===== src/rtl/fft16_pkg.sv =====
// rtl/fft16_pkg.sv - shared constants, state encoding and bin index helpers for the 16-point FFT frame sequencer
package fft16_pkg;

   localparam int N_POINT = 16;
   localparam int LOG4_N  = 2;

   function automatic int res_width(input int data_width, input int wn_width);
      return data_width + wn_width + 2;
   endfunction

   typedef enum logic [1:0] {
      ST_LOAD   = 2'd0,
      ST_WAIT   = 2'd1,
      ST_UNLOAD = 2'd2
   } state_t;

   // Radix-4 output ordering: bin k lives in result slot {k[1:0], k[3:2]}.
   function automatic logic [3:0] digit_rev4(input logic [3:0] k);
      return {k[1:0], k[3:2]};
   endfunction

endpackage


===== src/rtl/fft16_result_buf.sv =====
// rtl/fft16_result_buf.sv - 16-slot capture register for datapath results with digit-reversed read port
module fft16_result_buf
   import fft16_pkg::*;
#(
   parameter int RES_WIDTH = 18
)(
   input  logic                           clk,
   input  logic                           rst,
   input  logic                           capture,
   input  logic [RES_WIDTH*N_POINT-1:0]   xk_real,
   input  logic [RES_WIDTH*N_POINT-1:0]   xk_imag,
   input  logic [3:0]                     rd_bin,
   output logic [RES_WIDTH-1:0]           rd_real,
   output logic [RES_WIDTH-1:0]           rd_imag
);

   logic [RES_WIDTH-1:0] res_real [N_POINT];
   logic [RES_WIDTH-1:0] res_imag [N_POINT];

   always_ff @(posedge clk or posedge rst) begin
      if (rst) begin
         for (int j = 0; j < N_POINT; j++) begin
            res_real[j] <= '0;
            res_imag[j] <= '0;
         end
      end else if (capture) begin
         for (int j = 0; j < N_POINT; j++) begin
            res_real[j] <= xk_real[RES_WIDTH*j +: RES_WIDTH];
            res_imag[j] <= xk_imag[RES_WIDTH*j +: RES_WIDTH];
         end
      end
   end

   assign rd_real = res_real[digit_rev4(rd_bin)];
   assign rd_imag = res_imag[digit_rev4(rd_bin)];

endmodule


===== src/rtl/fft16_frame_ctrl.sv =====
// rtl/fft16_frame_ctrl.sv - frame sequencer: serial load, datapath latency wait, capture, natural-order unload
module fft16_frame_ctrl
   import fft16_pkg::*;
#(
   parameter int DATA_WIDTH = 8,
   parameter int Wn_WIDTH   = 8,
   parameter int N_POINT    = 16,
   parameter int PIPE_LAT   = 2,
   localparam int RES_WIDTH = res_width(DATA_WIDTH, Wn_WIDTH)
)(
   input  logic                            sys_clk_i,
   input  logic                            sys_rst_i,
   input  logic                            s_valid_i,
   output logic                            s_ready_o,
   input  logic [DATA_WIDTH-1:0]           s_real_i,
   input  logic [DATA_WIDTH-1:0]           s_imag_i,
   output logic [DATA_WIDTH*N_POINT-1:0]   dp_xn_real_o,
   output logic [DATA_WIDTH*N_POINT-1:0]   dp_xn_imag_o,
   input  logic [RES_WIDTH*N_POINT-1:0]    dp_xk_real_i,
   input  logic [RES_WIDTH*N_POINT-1:0]    dp_xk_imag_i,
   output logic                            m_valid_o,
   input  logic                            m_ready_i,
   output logic [RES_WIDTH-1:0]            m_real_o,
   output logic [RES_WIDTH-1:0]            m_imag_o,
   output logic [3:0]                      m_index_o,
   output logic                            m_last_o,
   output logic                            busy_o
);

   localparam int IDX_W = 2 * LOG4_N;
   localparam logic [IDX_W-1:0] LAST_IDX = '1;

   generate
      if (N_POINT != fft16_pkg::N_POINT) begin : g_bad_n_point
         $error("fft16_frame_ctrl: N_POINT must be 16");
      end
      if (PIPE_LAT < 0 || PIPE_LAT > 15) begin : g_bad_pipe_lat
         $error("fft16_frame_ctrl: PIPE_LAT must be in 0..15");
      end
   endgenerate

   state_t                  state;
   state_t                  state_nxt;
   logic [IDX_W-1:0]        in_cnt;
   logic [IDX_W-1:0]        out_cnt;
   logic [3:0]              lat_cnt;
   logic                    capture;
   logic                    in_fire;
   logic                    out_fire;
   logic [RES_WIDTH-1:0]    rd_real;
   logic [RES_WIDTH-1:0]    rd_imag;

   logic [DATA_WIDTH-1:0]   xn_real [N_POINT];
   logic [DATA_WIDTH-1:0]   xn_imag [N_POINT];

   always_ff @(posedge sys_clk_i or posedge sys_rst_i) begin
      if (sys_rst_i) begin
         state <= ST_LOAD;
      end else begin
         state <= state_nxt;
      end
   end

   // Handshake-facing flags depend on state only, so ready/valid never loop back combinationally.
   always_comb begin
      state_nxt = state;
      s_ready_o = 1'b0;
      m_valid_o = 1'b0;
      busy_o    = 1'b0;
      capture   = 1'b0;
      case (state)
         ST_LOAD: begin
            s_ready_o = 1'b1;
            if (s_valid_i && in_cnt == LAST_IDX) begin
               state_nxt = ST_WAIT;
            end
         end
         ST_WAIT: begin
            busy_o = 1'b1;
            if (lat_cnt == 4'd0) begin
               capture   = 1'b1;
               state_nxt = ST_UNLOAD;
            end
         end
         ST_UNLOAD: begin
            busy_o    = 1'b1;
            m_valid_o = 1'b1;
            if (m_ready_i && out_cnt == LAST_IDX) begin
               state_nxt = ST_LOAD;
            end
         end
         default: begin
            state_nxt = ST_LOAD;
         end
      endcase
   end

   assign in_fire  = s_valid_i & s_ready_o;
   assign out_fire = m_valid_o & m_ready_i;

   // Counters wrap through their natural 4-bit width at the frame boundary.
   always_ff @(posedge sys_clk_i or posedge sys_rst_i) begin
      if (sys_rst_i) begin
         in_cnt  <= '0;
         out_cnt <= '0;
         lat_cnt <= '0;
      end else begin
         if (in_fire) begin
            in_cnt <= in_cnt + 1'b1;
         end
         if (in_fire && in_cnt == LAST_IDX) begin
            lat_cnt <= 4'(PIPE_LAT);
         end else if (state == ST_WAIT && lat_cnt != 4'd0) begin
            lat_cnt <= lat_cnt - 1'b1;
         end
         if (out_fire) begin
            out_cnt <= out_cnt + 1'b1;
         end
      end
   end

   always_ff @(posedge sys_clk_i or posedge sys_rst_i) begin
      if (sys_rst_i) begin
         for (int i = 0; i < N_POINT; i++) begin
            xn_real[i] <= '0;
            xn_imag[i] <= '0;
         end
      end else if (in_fire) begin
         xn_real[in_cnt] <= s_real_i;
         xn_imag[in_cnt] <= s_imag_i;
      end
   end

   for (genvar i = 0; i < N_POINT; i++) begin : g_xn
      assign dp_xn_real_o[DATA_WIDTH*i +: DATA_WIDTH] = xn_real[i];
      assign dp_xn_imag_o[DATA_WIDTH*i +: DATA_WIDTH] = xn_imag[i];
   end

   fft16_result_buf #(
      .RES_WIDTH (RES_WIDTH)
   ) u_result_buf (
      .clk       (sys_clk_i),
      .rst       (sys_rst_i),
      .capture   (capture),
      .xk_real   (dp_xk_real_i),
      .xk_imag   (dp_xk_imag_i),
      .rd_bin    (out_cnt),
      .rd_real   (rd_real),
      .rd_imag   (rd_imag)
   );

   // Result data is only presented while a bin is being offered.
   assign m_real_o  = m_valid_o ? rd_real : '0;
   assign m_imag_o  = m_valid_o ? rd_imag : '0;
   assign m_index_o = out_cnt;
   assign m_last_o  = m_valid_o && (out_cnt == LAST_IDX);

endmodule


===== config.mk =====
export PLATFORM = sky130hd
export DESIGN_NAME = fft16_frame_ctrl
export DESIGN_NICKNAME = d
export VERILOG_FILES = /design/src/rtl/fft16_pkg.sv /design/src/rtl/fft16_result_buf.sv /design/src/rtl/fft16_frame_ctrl.sv
export SDC_FILE = /design/constraint.sdc
export NUM_CORES = 1
export LEC_CHECK = 0
export ABC_CLOCK_PERIOD_IN_PS = 45000
export BUFFER_PORTS_ARGS = -buffer_cell sky130_fd_sc_hd__buf_4
export CORE_ASPECT_RATIO = 0.75
export CORE_UTILIZATION = 25
export DETAILED_ROUTE_END_ITERATION = 16
export GPL_TIMING_DRIVEN = 0
export REMOVE_ABC_BUFFERS = 1
export SLEW_MARGIN = 30
export SYNTH_ARGS = -nofsm -noshare
export SYNTH_HDL_FRONTEND = slang
export SYNTH_HIERARCHICAL = 1
export SYNTH_SLANG_ARGS = --single-unit

===== constraint.sdc =====
create_clock -name sys_clk_i -period 45 [get_ports sys_clk_i]
set_clock_uncertainty 0.15 [all_clocks]
set_input_delay 2.25 -clock sys_clk_i [delete_from_list [all_inputs] [get_ports sys_clk_i]]
set_output_delay 2.25 -clock sys_clk_i [all_outputs]
set_load 0.02 [all_outputs]

==> metrics.md <==
| Metric | Value |
|---|---|
| Final Setup Violations | 0 |
| Ys Warns | 6 |
| P per Cell Area | 62.0 mW/mm2 |
| #FFs+latches synth | 846 |
| CTS buffer count | 92 |
| Synth top area cells | dfrtp_1, mux2_2, mux4_2 |
| Clock buffer depth | 3 |
| First-pass GRT wire length | 177 mm |
| Largest family of logic cells by synthesized area | multiplexers |
| Residual DRC count | 0 |
| Die width | 441 um |
| Simple-gate share of the synthesized area | 0.0183 |
| Kind of critical path | register to output pin |
| First-pass iteration count of the detailed router | 4 |
| Seq/Total Area, Yosys | 0.585 |
| Worst hold path class | register to register |
| Mux share of post-synthesis cell area | 0.349 |
| Synth cell types | 37 |
| Die footprint | 0.146 mm2 |
| Post-synthesis adder-cell area fraction | 0.00346 |
| Number of setup buffers added after CTS | 0 |
| Initial Utilization | 0.253 |
| R2r setup slk | 40870 ps |
| Detailed Route WL | 123 mm |
| Vias in the first global route | 24271 |
| Later-pin clock latency in the skew report | 700 ps |
| Pre-CTS WS | 39630 ps |
| VDD IR max | 0.0290 mV |
| Post-Layout Cell Count | 5099 |
| # rows | 120 |
| Final Hold Viols | 0 |
| Post-CTS sizing | 0 |
| Placer Congestion | 0.842 |
| Largest net degree at the start of global routing | 86 |
| CTS clock-pin slew for the worst setup and hold paths | 60 ps |
| Number of I/O port buffers | 895 |
| Initial antenna violation count | 35 |
| Post-synth top area share | 0.585 |
| Depth of the CTS H-tree | 3 |
| Leading area contributor after synthesis | dfrtp_1 |
| DR vias/cell | 4.49 |
| Required time of the critical path | 42600 ps |
| Compound-Gate Fraction of Synth Area | 0.0171 |
| Gate Count Post-Synth | 2210 |
| GRT Util Overall | 0.167 |
| Crit path DAT | 3560 ps |
| Pins over their slew limit | 0 |
| Post-Synth XOR/XNOR Area | 0.00145 |
| Synthesized area | 0.0362 mm2 |
| Fin crit period | 5960 ps |
| Ports | 896 |
| Clock root buffer | clkbuf_16 |
| Clock tree from TritonCTS | done |
| Final worst path period share | 0.133 |
| Syn Area/Cell | 16.4 um2 |
| Fmax | 0.168 GHz |
| Outcome | completed |
| Relative slew slack | 0.418 |
| Total gr overflow | 0 |
| Setup TNS | 0 ps |
| Routed len/inst | 24.1 um |
| Hold-fix buffers, CTS | 0 |
| Leak | 23.1 nW |
| Post-DP HPWL | 93.0 mm |
| Final worst slack | 39040 ps |
| Inst Count DP | 4909 |
| CP Max Fanout | 28 |
| Worst-margin pin slew | 870 ps |
| Worst setup EP type | output pin |
| P&R area growth vs syn | 36.7% |
| Fin nets | 3718 |
| CTS Sinks | 846 |
| DR iter-0 viols | 1114 |
| Critical Path Start Type | register |
| Via count | 22873 |
| Maximum capacitance violations | 0 |
| CORE AREA | 0.143 mm2 |
| RSZ-0062 raised after global routing | false |
| Die Ht | 331 um |
| Antenna-violating nets left | 0 |
| Share of layout cells above drive strength 1 | 0.663 |
path summary, 6_finish.rpt:
kind	from	end	cells after the start
max in group asynchronous	sys_rst_i	u_result_buf/res_imag[170]	6
worst max-delay path	m_index_o[2]	m_imag_o[10]	7
worst max register to register	lat_cnt[0]	u_result_buf/res_imag[30]	16
worst min register to register	dp_xn_real_o[82]	dp_xn_real_o[82]	1
min in group asynchronous	sys_rst_i	dp_xn_real_o[94]	2
worst min-delay path	dp_xn_real_o[82]	dp_xn_real_o[82]	1
layout by cell type, fill, tap and decap left out, types with 8 or more instances in the layout:
master / netlist / routed
buf_4: 6 / 895
dfrtp_1: 846 / 844
mux2_2: 827 / 827
mux4_2: 144 / 144
clkbuf_16: 0 / 95
a22oi_1: 72 / 72
buf_16: 0 / 61
nand2_1: 40 / 40
and2_1: 37 / 36
clkbuf_1: 45 / 24
diode_2: 0 / 22
clkbuf_8: 0 / 22
clkinv_2: 0 / 15
nor2_4: 0 / 14
ha_1: 10 / 9
inv_1: 10 / 8
routing by layer:
| metal | global-route usage | share of wire | routed length, um | up-vias |
|---|---|---|---|---|
| met5 | 0 | 0.00076 | 94 | - |
| met4 | 0.0589 | 0.031 | 3780 | 16 |
| met3 | 0.0416 | 0.054 | 6650 | 187 |
| met2 | 0.275 | 0.50 | 61200 | 568 |
| met1 | 0.211 | 0.42 | 51200 | 12101 |
| li1 | - | - | - | 10001 |
cell families (layout without fill, tap and decap cells):
group	after synthesis	count (layout)
muxes	978	978
adders and majority gates	10	10
buffers and inverters	166	1142
other	0	22
AOI/OAI and AO/OA	84	84
DFF	846	846
and+or+nand+nor	120	120
xor gates and xnor gates	6	6
layout make-up:
cell class | instances | area (um2)
antenna | 22 | 55.1
clock buffer | 141 | 2770
clock inverter | 27 | 263
fill | 13965 | 93800
inverter | 10 | 52.6
multi-input combinational | 1198 | 14200
sequential | 846 | 21200
tap | 1891 | 2370
timing repair buffer | 964 | 8550
worst max-delay path: stages (launching register included):
cell and delay (ps):
dfrtp_4 820, buf_16 310, buf_16 290, mux4_2 590, a22oi_1 380, nand2_1 90, and2_1 170, buf_4 150
synth_stat cells:
library cell	n
buf_2	83
or3b_1	1
xnor2_1	4
nor2_1	6
nor3_1	1
mux2_4	2
buf_4	6
inv_1	10
nand4_1	2
nand2b_1	6
buf_8	3
a221o_1	2
or3_1	2
nor2b_1	2
dfrtp_1	846
a21oi_1	6
buf_6	16
o21ai_0	2
nand2_1	40
nor2_2	11
or4b_1	1
nand3_1	4
nor3b_1	1
mux2_2	827
a22oi_1	72
mux4_2	144
clkbuf_1	45
buf_1	3
and4_1	1
and2_1	37
or4_1	1
nand3_2	3
nand3_4	1
ha_1	10
mux2_1	5
a221oi_1	2
xor2_1	2
registers in the layout, indices dropped and copies added, names as in the netlist:
name / count
u_result_buf/res_real: 288
state: 2
dp_xn_real_o: 128
in_cnt: 4
u_result_buf/res_imag: 288
lat_cnt: 4
dp_xn_imag_o: 128
m_index_o: 4
per-stage QoR:
step | total power, mW | hold slack, ps | util | instance area (um2)
floorplan | 1.89 | 326 | - | 35300
detailed placement | 2.32 | 327 | 0.324 | 46400
CTS | 3.11 | 340 | 0.345 | 49400
global route | 3.22 | 355 | 0.345 | 49400
global placement | 2.35 | 322 | 0.310 | 44400
finish | 3.07 | 338 | 0.345 | 49500
power breakdown:
part	total [mW]	internal (mW)	switching [mW]	leakage (nW)
combinational	1.06	0.573	0.490	10.5
sequential	1.23	1.07	0.166	11.1
clock	0.770	0.446	0.324	1.49
total	3.07	2.09	0.980	23.1
(Power assumes the default switching activity.)
